**config.mk**
```make
export PLATFORM = sky130hd
export DESIGN_NAME = pulse_sequencer
export DESIGN_NICKNAME = d
export VERILOG_FILES = /design/src/rtl/pulse_sequencer_pkg.sv /design/src/rtl/pulse_sequencer_fifo.sv /design/src/rtl/pulse_sequencer.sv
export SDC_FILE = /design/constraint.sdc
export NUM_CORES = 1
export LEC_CHECK = 0
export ABC_CLOCK_PERIOD_IN_PS = 5500
export CAP_MARGIN = 10
export CORE_MARGIN = 4
export CORE_UTILIZATION = 30
export DETAILED_ROUTE_END_ITERATION = 12
export PLACE_DENSITY_LB_ADDON = 0.12
export SLEW_MARGIN = 20
export SYNTH_ARGS = -nofsm -noshare
export SYNTH_HDL_FRONTEND = slang
export SYNTH_HIERARCHICAL = 1
export SYNTH_SLANG_ARGS = --single-unit
```
**constraint.sdc**
```tcl
create_clock -name Clock -period 5.5 [get_ports Clock]
set_input_delay 0.825 -clock Clock [delete_from_list [all_inputs] [get_ports Clock]]
set_output_delay 0.825 -clock Clock [all_outputs]
set_load 0.03 [all_outputs]
```
**src/rtl/pulse_sequencer_pkg.sv**
```systemverilog
// Shared definitions for the pulse sequencer: FSM state encoding and default sizes.
// The FSM state type lives here so the top module and the bench agree on one definition.
package pulse_sequencer_pkg;

  localparam int unsigned W_DEFAULT     = 34;
  localparam int unsigned DEPTH_DEFAULT = 4;

  typedef enum logic [1:0] {
    ST_IDLE = 2'd0,
    ST_LOAD = 2'd1,
    ST_RUN  = 2'd2
  } seq_state_e;

endpackage

```
**src/rtl/pulse_sequencer_fifo.sv**
```systemverilog
// Width-word FIFO for the pulse sequencer.
// Pushes are accepted only while not full; the head word is always visible on head_o.
module seq_fifo
  import pulse_sequencer_pkg::*;
#(
  parameter int unsigned DEPTH = DEPTH_DEFAULT,
  parameter int unsigned W     = W_DEFAULT
) (
  input  logic                       clk_i,
  input  logic                       rst_ni,
  input  logic                       push_i,
  input  logic [W-1:0]               data_i,
  input  logic                       pop_i,
  output logic [W-1:0]               head_o,
  output logic [$clog2(DEPTH):0]     level_o,
  output logic                       ready_o
);

  localparam int unsigned AW = $clog2(DEPTH);
  localparam int unsigned LW = AW + 1;
  localparam logic [LW-1:0] LVL_FULL = LW'(DEPTH);
  localparam logic [LW-1:0] LVL_ONE  = LW'(1);
  localparam logic [AW-1:0] PTR_ONE  = AW'(1);

  logic [W-1:0]  mem_q [DEPTH];
  logic [AW-1:0] wr_ptr_q, rd_ptr_q;
  logic [AW-1:0] wr_ptr_d, rd_ptr_d;
  logic [LW-1:0] level_q, level_d;
  logic          ready_q;
  logic          push_ok, pop_ok;

  assign push_ok = push_i && ready_q;
  assign pop_ok  = pop_i && (level_q != '0);

  // DEPTH is a power of two, so plain pointer overflow gives the modulo wrap.
  always_comb begin
    wr_ptr_d = wr_ptr_q;
    rd_ptr_d = rd_ptr_q;
    level_d  = level_q;
    if (push_ok) begin
      wr_ptr_d = wr_ptr_q + PTR_ONE;
    end
    if (pop_ok) begin
      rd_ptr_d = rd_ptr_q + PTR_ONE;
    end
    case ({push_ok, pop_ok})
      2'b10:   level_d = level_q + LVL_ONE;
      2'b01:   level_d = level_q - LVL_ONE;
      default: level_d = level_q;
    endcase
  end

  always_ff @(posedge clk_i or negedge rst_ni) begin
    if (!rst_ni) begin
      wr_ptr_q <= '0;
      rd_ptr_q <= '0;
      level_q  <= '0;
      ready_q  <= 1'b1;
    end else begin
      wr_ptr_q <= wr_ptr_d;
      rd_ptr_q <= rd_ptr_d;
      level_q  <= level_d;
      ready_q  <= (level_d != LVL_FULL);
    end
  end

  // Storage carries no reset; clearing the pointers is what discards the contents.
  always_ff @(posedge clk_i) begin
    if (push_ok) begin
      mem_q[wr_ptr_q] <= data_i;
    end
  end

  assign head_o  = mem_q[rd_ptr_q];
  assign level_o = level_q;
  assign ready_o = ready_q;

endmodule

```
**src/rtl/pulse_sequencer.sv**
```systemverilog
// Pulse sequencer: feeds queued width words to a downstream pulse-width counter,
// one word per period of Period_L+1 enabled cycles, separated by a one-cycle EN=0 load gap.
module pulse_sequencer
  import pulse_sequencer_pkg::*;
#(
  parameter int unsigned DEPTH = DEPTH_DEFAULT,
  parameter int unsigned W     = W_DEFAULT
) (
  input  logic                   Clock,
  input  logic                   Reset_n,
  input  logic [W-1:0]           Wr_Data,
  input  logic                   Wr_Valid,
  output logic                   Wr_Ready,
  input  logic [W-1:0]           Period,
  input  logic                   Start,
  input  logic                   Stop,
  output logic [W-1:0]           Din,
  output logic                   EN,
  output logic                   Busy,
  output logic                   Underflow,
  output logic [$clog2(DEPTH):0] Level
);

  localparam int unsigned LW = $clog2(DEPTH) + 1;

  seq_state_e     state_q;
  logic [W-1:0]   din_q;
  logic [W-1:0]   period_l_q;
  logic [W-1:0]   cnt_q, cnt_d;
  logic           en_q;
  logic           busy_q;
  logic           underflow_q;
  logic           stop_pend_q;

  logic [W-1:0]   fifo_head;
  logic [LW-1:0]  fifo_level;
  logic           fifo_pop;
  logic           last_count;
  logic           fifo_empty;
  logic           stop_now;

  seq_fifo #(
    .DEPTH (DEPTH),
    .W     (W)
  ) u_fifo (
    .clk_i   (Clock),
    .rst_ni  (Reset_n),
    .push_i  (Wr_Valid),
    .data_i  (Wr_Data),
    .pop_i   (fifo_pop),
    .head_o  (fifo_head),
    .level_o (fifo_level),
    .ready_o (Wr_Ready)
  );

  assign fifo_pop   = (state_q == ST_LOAD);
  assign fifo_empty = (fifo_level == '0);
  assign last_count = (cnt_q == period_l_q);
  // A Stop arriving on the final count edge counts as pending for the end-of-period decision.
  assign stop_now   = stop_pend_q || Stop;

  always_comb begin
    cnt_d = cnt_q + {{(W-1){1'b0}}, 1'b1};
  end

  always_ff @(posedge Clock or negedge Reset_n) begin
    if (!Reset_n) begin
      state_q     <= ST_IDLE;
      din_q       <= '0;
      period_l_q  <= '0;
      cnt_q       <= '0;
      en_q        <= 1'b0;
      busy_q      <= 1'b0;
      underflow_q <= 1'b0;
      stop_pend_q <= 1'b0;
    end else begin
      underflow_q <= 1'b0;
      case (state_q)
        ST_IDLE: begin
          if (Start && !fifo_empty) begin
            period_l_q <= Period;
            busy_q     <= 1'b1;
            state_q    <= ST_LOAD;
          end
        end
        ST_LOAD: begin
          din_q   <= fifo_head;
          cnt_q   <= '0;
          en_q    <= 1'b1;
          state_q <= ST_RUN;
          if (Stop) begin
            stop_pend_q <= 1'b1;
          end
        end
        ST_RUN: begin
          if (last_count) begin
            en_q <= 1'b0;
            if (stop_now || fifo_empty) begin
              underflow_q <= fifo_empty && !stop_now;
              stop_pend_q <= 1'b0;
              busy_q      <= 1'b0;
              state_q     <= ST_IDLE;
            end else begin
              state_q <= ST_LOAD;
            end
          end else begin
            cnt_q <= cnt_d;
            if (Stop) begin
              stop_pend_q <= 1'b1;
            end
          end
        end
        default: begin
          en_q        <= 1'b0;
          busy_q      <= 1'b0;
          stop_pend_q <= 1'b0;
          state_q     <= ST_IDLE;
        end
      endcase
    end
  end

  assign Din       = din_q;
  assign EN        = en_q;
  assign Busy      = busy_q;
  assign Underflow = underflow_q;
  assign Level     = fifo_level;

endmodule

```
* Yosys cells after proc, flatten, opt, wreduce, memory -nomap -nowiden
Memory sizes are Yosys's and may differ from the RTL's. A register that Yosys moved wholly into a read port is not among the register bits.
Index checks and enable logic that the tools add are counted.
** Storage, ports and cells
- Input bits :: 73
- Output and inout port bits :: 41
- Memories kept :: 1
- Register bits after elaboration :: 82
- RAM bits :: 136
- Logic and storage cells :: 70
** Memory list
- u_fifo.mem_q :: words 4, width 34, rd ports 1, clocked after Yosys merged registers in 1, write ports 1, line pulse_sequencer_fifo.sv:25 : logic [W-1:0] mem_q [DEPTH];
** Operators by class
- Bitwise operators :: 2
- Muxes and demuxes :: 21
- Equality and inequality tests :: 11
- Reductions and logical operators :: 19
- $add $sub $neg :: 5
** Operator list (number)
- $pmux 34 s2 :: 1
- $add 34x1->34 const B :: 1
- $eq 34x34->1 :: 1
- $mux 34 :: 1
- $mux 1 :: 12
- $reduce_and 2->1 :: 5
- $pmux 1 s3 :: 3
- $ne 2x2->1 const B :: 4
- $ne 3x3->1 const B :: 2
- $pmux 2 s3 :: 1
- $pmux 3 s2 :: 1
- $add 2x1->2 const B :: 2
- $eq 2x1->1 const B :: 2
- $eq 2x2->1 const B :: 2
- $logic_and 1x1->1 :: 4
- $mux 2 :: 2
- $reduce_and 4->1 :: 1
- $add 3x1->3 const B :: 1
- $logic_not 1->1 :: 3
- $logic_not 3->1 :: 1
- $reduce_bool 3->1 :: 1
- $sub 3x1->3 const B :: 1
- $logic_not 2->1 :: 1
- $logic_or 1x1->1 :: 2
- 2 further kinds :: 3

* Depth between registers and ports, before layout
Gate-level depths: netlist (run 1).
- Depth in word-level cells :: 6
- Gate-level depth with buffers :: 9
- Depth with buffers taken out :: 9

* Hierarchy
Netlist (run 1), hierarchy kept.
** Modules (own cells, without submodules)
- seq_fifo :: area an instance 5377.7 µm², cells an instance 215, times used 1
- pulse_sequencer :: area an instance 5137.4 µm², cells an instance 434, times used 1

* Worst setup path before layout (run 1)
Ideal clock, no wire load.
- Path type :: input to register
- Start point :: input Wr_Valid
- End point :: register u_fifo.ready_q, in the netlist u_fifo/ready_o
- Required time :: 5.418 ns
- Arrival :: 2.275 ns
- Cell stages on the path :: 7
- Setup time :: 0.082 ns
- Setup slack :: 3.143 ns
- Path through :: nand2_1 > ha_1 > inv_1 > fa_1 > xor2_1 > or3_1 > a211o_1
** On the way
- Cells in the longest elaborated chain, start to end :: 4
- Elaborated cells between the ends (all ways) :: 5
** Ends and longest elaborated chain
- start, declared :: line pulse_sequencer.sv:12 : input logic Wr_Valid,
- $logic_and 1x1->1 (*) :: line pulse_sequencer_fifo.sv:32 : assign push_ok = push_i && ready_q;
- $eq 2x1->1 / $eq 2x2->1 (equally long branches) :: line pulse_sequencer_fifo.sv:46 : case ({push_ok, pop_ok})
- $pmux 3 s2 (*) :: line pulse_sequencer_fifo.sv:46
- $ne 3x3->1 (*) :: line pulse_sequencer_fifo.sv:63 : ready_q <= (level_d != LVL_FULL);
- end signal, assigned :: line pulse_sequencer_fifo.sv:63
- end, declared :: line pulse_sequencer_fifo.sv:29 : logic ready_q;
Mark *: on every way between the ends. The rest lies on a longest branch, timed or not.
A chain may end at the register's enable or synchronous reset.

* Worst setup path after layout (run 1)
- Start point :: register cnt_q[14]
- End point :: register busy_q, in the netlist Busy
** On the way
- Cells in the longest elaborated chain, start to end :: 3
** Ends and longest elaborated chain
- start, declared :: line pulse_sequencer.sv:29 : logic [W-1:0] cnt_q, cnt_d;
- start signal, assigned :: line pulse_sequencer.sv:107 : cnt_q <= cnt_d;
- $eq 34x34->1 :: line pulse_sequencer.sv:58 : assign last_count = (cnt_q == period_l_q);
- $ne 2x2->1 (no line)
- $reduce_and 4->1 (no line)
- end signal, assigned :: line pulse_sequencer.sv:73 : busy_q <= 1'b0;
- end signal, assigned :: line pulse_sequencer.sv:82 : busy_q <= 1'b1;
- end signal, assigned :: line pulse_sequencer.sv:101 : busy_q <= 1'b0;
- end, declared :: line pulse_sequencer.sv:31 : logic busy_q;
No other way between the ends.

==> results.py, run 1 <==
metrics = {
    "clock_tree": {
        "clk_pin_slew_ps": 60,
        "cts.sinks": 252,
        "cts_root_buf": "clkbuf_16",
        "ctsHoldBuffers": 0,
        "htreeDepth": 1,
        "cts_tree": "built",
        "numCtsBuffers": 30,
        "cts_resized": 0,
        "postCtsSetupBuffers": 0,
        "worstSkewPairLatency_ps": 590,
        "clk_path_buf_depth": 3,
    },
    "synth": {
        "synth-edff-count": 136,
        "syn_inst": 649,
        "ys_types": 58,
        "synthArstFlopShare_pct": 46.03,
        "seq_area_frac_synth_pct": 66.46,
        "synth-seq-cells": 252,
        "yosys.area_share.simple_pct": 6.901,
        "syn_nets": 733,
        "ys_top_cells_by_area": "edfxtp_1, dfrtp_1, mux2_2",
        "yosys_warnings": 6,
        "synth_top_cell_area_share_pct": 38.84,
        "synth_compound_area_share_pct": 3.594,
        "yosysTopAreaCell": "edfxtp_1",
        "synth_fa_ha_area_share_pct": 1.380,
        "synth_top_flop_cell": "edfxtp_1",
        "muxShareOfSynthArea_pct": 16.06,
        "synth_xor_area_share_pct": 3.332,
        "synth_top_family_by_area": "multiplexers",
        "syn_area_sq_um": 10520,
        "synth.avg_cell_area_sq_um": 16.20,
    },
    "power_and_ir_drop": {
        "switching_share_pct": 32.33,
        "power_density_nw_per_um2": 535.4,
        "internal_power_uw": 4726,
        "pwr-share-clk_pct": 27.3,
        "p_sw_uw": 2258,
        "p_leak_uw": 0.004816,
        "pwr-share-seq_pct": 41.2,
        "power_frac_comb_pct": 31.5,
        "peakVddDrop_mv": 0.3061,
    },
    "setup_path": {
        "crit_type": "flip-flop to flip-flop",
        "crit_fanout": 28,
        "r2r_slack_ps": 2720,
        "crit_path_end_kind": "flip-flop",
        "max_stage_delay_ps": 500,
        "critPathTopFamily": "simple AND/OR/NAND/NOR gates",
        "slowest_stage": "o31ai_2",
        "crit_chain": "xor2_1 > nor4_1 > nand3_1 > o31ai_2 > buf_4 > nor4bb_1 > o21ai_0",
        "crit_arrival_ps": 3220,
        "startpoint_type": "flip-flop",
        "path_buf_inv": 1,
        "worstPathRequired_ps": 5940,
    },
    "global_route": {
        "grt_pass1_vias": 6673,
        "grt_antenna_before_repair": 0,
        "track_usage_pct": 13.25,
        "grt_use_met3_pct": 3.347,
        "met1_usage_pct": 16.20,
        "met2_usage_pct": 23.25,
        "grt_overflow": 0,
        "grt_max_degree": 68,
        "busiest_layer": "met2",
        "grt_pass1_wl_um": 39460,
    },
    "sta": {
        "worstMarginPinSlew_ps": 1027,
        "setup_tns_ps": 0,
        "timing.final.crit_share_pct": 50.50,
        "hold_violations": 0,
        "slew_viol_final": 0,
        "fin_crit_ps": 2778,
        "clock_skew_ps": 34.94,
        "slew_headroom_pct": 31.31,
        "rsz0062_at_grt": "false",
        "setup_viol": 0,
        "max_freq_mhz": 360.0,
    },
    "route": {
        "num_vias": 5949,
        "drt_wl_total_um": 25190,
        "ant_nets": 0,
        "via_per_inst": 4.774,
        "drtIter0Drc": 244,
        "drc": 0,
        "avgRoutedWirePerCell_um": 20.22,
        "firstDrtPassIters": 4,
    },
    "floorplan": {
        "rows": 68,
        "core_sq_um": 34540,
        "fp.dieH_um": 195.2,
        "dieArea_sq_um": 38110,
        "pin_count": 114,
        "die_x_um": 195.2,
        "initial_core_util_pct": 30.44,
    },
    "outcome": {
        "outcome": "complete, no violations",
    },
    "finish": {
        "utilization_pct": 37.77,
        "antenna_cells": 0,
        "syn2layout_area_growth_pct": 24.07,
        "drive_gt1_share_pct": 22.38,
        "layout.nets": 852,
    },
    "placed_design": {
        "io_buffers": 113,
        "dp_hpwl_um": 15890,
        "gp_congestion": 0.7720,
    },
    "job": {
        "max_cap_violations": 0,
    },
    "min_path": {
        "min_path_type": "input port to async pin",
    },
}
## flip-flops by register name (all words and copies together) (netlist names)
| register | cells |
|---|---|
| EN | 1 |
| u_fifo/level_o | 3 |
| u_fifo/rd_ptr_q | 2 |
| period_l_q | 34 |
| u_fifo/wr_ptr_q | 2 |
| Underflow | 1 |
| u_fifo/mem_q | 136 |
| Busy | 1 |
| stop_pend_q | 1 |
| state_q | 2 |
| Din | 34 |
| cnt_q | 34 |
| u_fifo/ready_o | 1 |
## path summary, 6_finish.rpt
check	start	endpoint	cells past startpoint
worst max-delay path	cnt_q[14]	Busy	7
worst min-delay path	Reset_n	cnt_q[22]	1
worst max register to register	cnt_q[14]	Busy	7
worst min register to register	Din[4]	Din[4]	1
max in group asynchronous	Reset_n	period_l_q[5]	2
min in group Clock	Din[4]	Din[4]	1
## synthesized netlist by cell type, types with 9 or more instances
| cell type | number |
|---|---|
| edfxtp_1 | 136 |
| dfrtp_1 | 115 |
| mux2_2 | 71 |
| nand2_1 | 35 |
| xor2_1 | 34 |
| mux4_2 | 33 |
| nand3_1 | 17 |
| clkbuf_1 | 16 |
| o21ai_0 | 13 |
| inv_1 | 12 |
| mux2i_1 | 12 |
| nor2_1 | 12 |
| nor4_1 | 11 |
| buf_2 | 10 |
| ha_1 | 10 |
| a21oi_1 | 9 |
| nand4_1 | 9 |
## power by group through the flow
| stage | combinational, uW | clock, uW | sequential [uW] |
|---|---|---|---|
| floorplan | 1300 | 0 | 3050 |
| global placement | 2230 | 0 | 2900 |
| detailed placement | 2250 | 0 | 2920 |
| CTS | 2260 | 1980 | 2890 |
| global route | 2400 | 2050 | 2940 |
| finish | 2200 | 1910 | 2870 |
## kinds of logic after synthesis
logic type	Yosys count
DFF	252
and+or+nand+nor	131
muxes	117
AOI/OAI and AO/OA	54
buffers and inverters	44
xor gates and xnor gates	40
adders and majority gates	11
## metal layers
layer / up-vias / routed length, um
met5: - / 0
met4: 0 / 736
met3: 46 / 1233
met2: 114 / 12860
met1: 3078 / 10360
li1: 2711 / -
## placed cells by master, fill, tap and decap left out, types with 5 or more instances in the layout
cell,count
a21oi_1,9
buf_4,6
clkbuf_1,11
clkbuf_16,30
clkbuf_8,6
clkdlybuf4s50_1,112
clkinv_2,5
dfrtp_1,113
edfxtp_1,136
ha_1,9
inv_1,12
mux2_2,71
mux2i_1,12
mux4_2,33
nand2_1,35
nand3_1,17
nand4_1,9
nor2_1,12
nor3_1,5
nor4_1,11
o211ai_1,6
o21ai_0,13
o31ai_1,6
or3_1,8
xnor2_1,6
xor2_1,34
## cell type report
type                       count  area, sq um
clock inverter                 8        88.84
inverter                      12        45.04
sequential                   252         6990
multi-input combinational    353         3301
clock buffer                  47        874.6
tap                          455        569.3
timing repair buffer         119         1177
fill                        3271        21500
## metrics by stage
stage | power [uW] | cell area, sq um | hold WS (ps) | cells | worst slack [ps]
after detailed placement | 5167 | 12070 | 495.5 | 1191 | 2401
after floorplan | 4351 | 10520 | 489.1 | 649 | 3143
after CTS | 7129 | 13040 | 434.0 | 1246 | 2598
after global placement | 5127 | 12070 | 490.8 | 1191 | 2494
after global routing | 7391 | 13050 | 326.5 | 1246 | 2567
final | 6985 | 13050 | 289.0 | 1246 | 2722
Power figures use the tool's default switching activity.
==> run 2: changes to the inputs <==
- ABC_CLOCK_PERIOD_IN_PS: 5500 -> 2500
- clock period: 5.5 -> 2.5 ns (I/O delays scaled with it)
==> results.py, run 2 (same netlist as run 1, synthesis figures left out) <==
metrics = {
    "outcome": {
        "outcome": "complete, no violations",
    },
    "clock_tree": {
        "cts.sinks": 252,
        "clk_path_buf_depth": 3,
        "htreeDepth": 1,
        "numCtsBuffers": 30,
        "clk_pin_slew_ps": 60,
        "cts_root_buf": "clkbuf_16",
        "worstSkewPairLatency_ps": 580,
        "cts_tree": "built",
    },
    "setup_path": {
        "crit_type": "flip-flop to flip-flop",
        "timing.rr.start": "state_q[1]",
        "regToRegEndpoint": "u_fifo/ready_o",
        "rr_worst_depth": 9,
        "startpoint_type": "flip-flop",
        "crit_fanout": 4,
        "r2r_slack_ps": 120,
        "crit_path_end_kind": "flip-flop",
        "crit_arrival_ps": 2890,
        "crit_start": "state_q[1]",
        "worstPathRequired_ps": 3010,
    },
    "power_and_ir_drop": {
        "post-layout-total-power_uw": 15490,
        "power_density_nw_per_um2": 1161,
        "peakVddDrop_mv": 0.7450,
        "p_leak_uw": 0.004961,
    },
    "sta": {
        "slew_viol_final": 0,
        "slew_headroom_pct": 55.51,
        "worstMarginPinSlew_ps": 667.3,
        "setup_tns_ps": 0,
        "rsz0062_at_grt": "false",
        "clock_skew_ps": 44.63,
        "hold_ws_ps": 296.6,
        "fin_crit_ps": 2384,
        "hold_violations": 0,
        "setup_viol": 0,
        "timing.final.crit_share_pct": 95.35,
        "max_freq_mhz": 419.5,
    },
    "route": {
        "ant_nets": 0,
        "via_per_inst": 4.784,
        "num_vias": 6100,
        "avgRoutedWirePerCell_um": 19.95,
        "drt_wl_total_um": 25430,
        "drc": 0,
        "drtIter0Drc": 293,
        "firstDrtPassIters": 4,
    },
    "global_route": {
        "grt_max_degree": 56,
        "grt_antenna_before_repair": 2,
        "grt_pass1_vias": 6733,
        "grt_pass1_wl_um": 39730,
        "met1_usage_pct": 16.05,
        "met2_usage_pct": 24.56,
        "busiest_layer": "met2",
        "track_usage_pct": 13.35,
        "grt_use_met3_pct": 3.175,
        "grt_overflow": 0,
    },
    "job": {
        "max_cap_violations": 0,
    },
    "floorplan": {
        "pin_count": 114,
        "dieArea_sq_um": 38110,
        "die_x_um": 195.2,
        "fp.dieH_um": 195.2,
        "core_sq_um": 34540,
        "rows": 68,
        "initial_core_util_pct": 30.44,
    },
    "finish": {
        "fillCellCount": 3260,
        "layout_common_cells": "edfxtp_1, clkdlybuf4s50_1, dfrtp_1, mux2_2, nand2_1",
        "layout.nets": 880,
        "antenna_cells": 0,
        "syn2layout_area_growth_pct": 26.88,
        "drive_gt1_share_pct": 24.51,
        "largest_reg_flops": 136,
        "final_common_cell": "edfxtp_1",
        "max_flop_register": "u_fifo/mem_q",
    },
    "placed_design": {
        "gp_congestion": 0.7714,
        "dp_hpwl_um": 16860,
        "io_buffers": 113,
    },
    "min_path": {
        "min_path_type": "input port to async pin",
    },
}
[run 2: cell types whose count changed in the layout (fill, tap and decap cells not counted), sizes merged]
cell         before  now
clkbuf           47   50
clkinvlp          0    1
bufinv            1    0
clkinv            7    5
dlygate4sd3       0    1
buf               7   34
[run 2: layout make-up]
| type | instances | area (sq um) | area share [%] |
|---|---|---|---|
| clock buffers | 50 | 865.8 | 6.490 |
| clock inverters | 6 | 55.05 | 0.4126 |
| inverters | 12 | 45.04 | 0.3376 |
| multi-input cells | 353 | 3302 | 24.75 |
| flip-flops and latches | 252 | 6993 | 52.42 |
| well taps | 455 | 569.3 | 4.267 |
| repair buffers | 147 | 1511 | 11.33 |
[run 2: repair_timing]
item / 4_1_cts / 5_1_grt
hold buffers: 1 / 0
setup buffers: 0 / 2
endpoints found under the hold margin: 21 / 0
gates resized for setup: 0 / 3
setup endpoints to repair: 0 / 7
[run 2: how the worst max path moves through the flow]
stage                                 to  slack, ps
after global placement    u_fifo/ready_o         80
after floorplan           u_fifo/ready_o        270
after detailed placement  u_fifo/ready_o         30
final                     u_fifo/ready_o        120
after CTS                      cnt_q[33]         50
after global routing      u_fifo/ready_o         20
[run 2: critical path, stage by stage (launching register included)]
cell     delay [ps]
dfrtp_1         410
inv_1           100
ha_2            180
o31a_1          200
ha_1            200
inv_1            60
fa_1            370
xor2_1          160
or3_1           340
a211o_1         300
[run 2: through the flow]
step	utilization [%]	area [sq um]	cells	setup slack, ps
finish	38.62	13340	1275	116.2
global route	38.62	13340	1275	19.90
CTS	38.55	13320	1273	51.44
detailed placement	35.86	12390	1216	31.93
global placement	35.86	12390	1216	81.19
floorplan	-	10520	649	266.7
[run 2: per-layer routing]
layer / wire, um / vias to the layer above / part of all wire [%]
met1: 10420 / 3159 / 41
met2: 13270 / 124 / 52
li1: - / 2780 / -
met3: 1240 / 33 / 4.9
met4: 467 / 4 / 1.8
met5: 25 / - / 0.098
[run 2: where the power goes]
group	leakage [uW]	internal (uW)	switching, uW	total (uW)
Sequential	0.00268	5570	690	6260
Clock	0.000440	2350	1690	4040
Combinational	0.00184	2560	2630	5190
Total	0.00496	10500	5000	15500
==> run 3: changes to the inputs <==
- ABC_CLOCK_PERIOD_IN_PS: 2500 -> 2900
- clock period: 2.5 -> 2.9 ns (I/O delays scaled with it)
==> results.py, run 3 (same netlist as run 1, synthesis figures left out) <==
metrics = {
    "outcome": {
        "outcome": "complete, no violations",
    },
    "sta": {
        "worstMarginPinSlew_ps": 699.8,
        "clock_skew_ps": 7.998,
        "timing.final.crit_share_pct": 84.82,
        "setup_viol": 0,
        "hold_ws_ps": 391.8,
        "rsz0062_at_grt": "false",
        "slew_viol_final": 0,
        "slew_headroom_pct": 53.35,
        "setup_tns_ps": 0,
        "fin_crit_ps": 2460,
        "hold_violations": 0,
        "max_freq_mhz": 406.6,
    },
    "floorplan": {
        "pin_count": 114,
        "fp.dieH_um": 195.2,
        "core_sq_um": 34540,
        "rows": 68,
        "dieArea_sq_um": 38110,
        "initial_core_util_pct": 30.44,
        "die_x_um": 195.2,
    },
    "clock_tree": {
        "cts_resized": 0,
        "clk_pin_slew_ps": 60,
        "clk_path_buf_depth": 3,
        "numCtsBuffers": 30,
        "worstSkewPairLatency_ps": 540,
        "postCtsSetupBuffers": 0,
        "ctsHoldBuffers": 1,
        "cts_tree": "built",
        "cts_root_buf": "clkbuf_16",
        "htreeDepth": 1,
        "cts.sinks": 252,
    },
    "route": {
        "drc": 0,
        "firstDrtPassIters": 4,
        "wl_met2_um": 12640,
        "num_vias": 5971,
        "via_per_inst": 4.731,
        "ant_nets": 0,
        "met3RoutedLength_um": 1227,
        "met1_length_um": 10100,
        "maxUsedRoutingLayer": "met4",
        "avgRoutedWirePerCell_um": 19.58,
        "drtIter0Drc": 282,
        "drt_wl_total_um": 24710,
    },
    "setup_path": {
        "r2r_slack_ps": 440,
        "crit_type": "flip-flop to flip-flop",
        "crit_path_end_kind": "flip-flop",
        "regToRegEndpoint": "Busy",
        "worstPathRequired_ps": 3310,
        "crit_fanout": 11,
        "rr_worst_depth": 7,
        "timing.rr.start": "cnt_q[2]",
        "startpoint_type": "flip-flop",
        "crit_arrival_ps": 2870,
    },
    "finish": {
        "stdcell_count": 1262,
        "max_flop_register": "u_fifo/mem_q",
        "layout.nets": 867,
        "syn2layout_area_growth_pct": 25.48,
        "final_common_cell": "edfxtp_1",
        "antenna_cells": 0,
        "layout_common_cells": "edfxtp_1, dfrtp_1, clkdlybuf4s50_1, mux2_2, nand2_1",
        "utilization_pct": 38.20,
        "largest_reg_flops": 136,
        "drive_gt1_share_pct": 23.05,
    },
    "power_and_ir_drop": {
        "pwr-share-clk_pct": 26.5,
        "power_frac_comb_pct": 33.1,
        "internal_power_uw": 9052,
        "power_density_nw_per_um2": 1004,
        "switching_share_pct": 31.70,
        "p_leak_uw": 0.004894,
        "p_sw_uw": 4200,
        "pwr-share-seq_pct": 40.3,
        "peakVddDrop_mv": 0.5214,
    },
    "global_route": {
        "grt_overflow": 0,
        "grt_antenna_before_repair": 0,
        "grt_pass1_vias": 6701,
        "grt_pass1_wl_um": 39120,
        "grt_max_degree": 54,
        "track_usage_pct": 12.99,
    },
    "placed_design": {
        "dpl.cell_count": 1205,
        "dp_hpwl_um": 16210,
        "gp_congestion": 0.7815,
        "io_buffers": 113,
    },
    "job": {
        "max_cap_violations": 0,
    },
    "min_path": {
        "min_path_type": "input port to async pin",
    },
}
run 3: cell type report:
class,instances,area [sq um]
sequential,252,6990
tap,455,569.3
fill,3325,21350
clock inverter,13,108.9
multi-input combinational,353,3296
clock buffer,43,820.8
timing repair buffer,134,1364
inverter,12,45.04
run 3: stage by stage:
step	setup WS (ps)	area [sq um]	power [uW]
final	440.3	13190	13250
after global routing	263.5	13190	14040
after CTS	438.5	13190	13560
after detailed placement	310.5	12250	9944
after global placement	371.6	12250	9850
after floorplan	666.7	10520	8251
run 3: how the worst max path moves through the flow:
| stage | to | slack (ps) | startpoint | depth (start not counted) |
|---|---|---|---|---|
| after detailed placement | u_fifo/ready_o | 310 | Wr_Valid | 8 |
| after global routing | cnt_q[30] | 260 | cnt_q[2] | 7 |
| final | Busy | 440 | cnt_q[2] | 7 |
| after CTS | cnt_q[33] | 440 | cnt_q[5] | 6 |
| after floorplan | u_fifo/ready_o | 670 | u_fifo/level_o[0] | 7 |
| after global placement | u_fifo/ready_o | 370 | Wr_Valid | 8 |
run 3: critical path, cell delays in order, from the launching register on:
cell and delay [ps]:
dfrtp_1 450, xor2_1 210, nor4_1 450, nand3_1 250
o31ai_2 330, buf_4 220, nor4bb_1 290, o21ai_0 110
run 3: routing by layer:
layer  up-vias  global-route usage [%]
met2       115                   22.86
met3        46                   3.175
li1       2756                       -
met4         0                   4.086
met5         -                       0
met1      3054                   15.75
run 3: power by group through the flow:
stage          Sequential [uW]  Combinational (uW)  Clock [uW]
2_1_floorplan             5790                2460           0
3_3_place_gp              5400                4450           0
3_5_place_dp              5430                4510           0
4_1_cts                   5370                4540        3650
5_1_grt                   5460                4770        3810
6_report                  5340                4390        3520
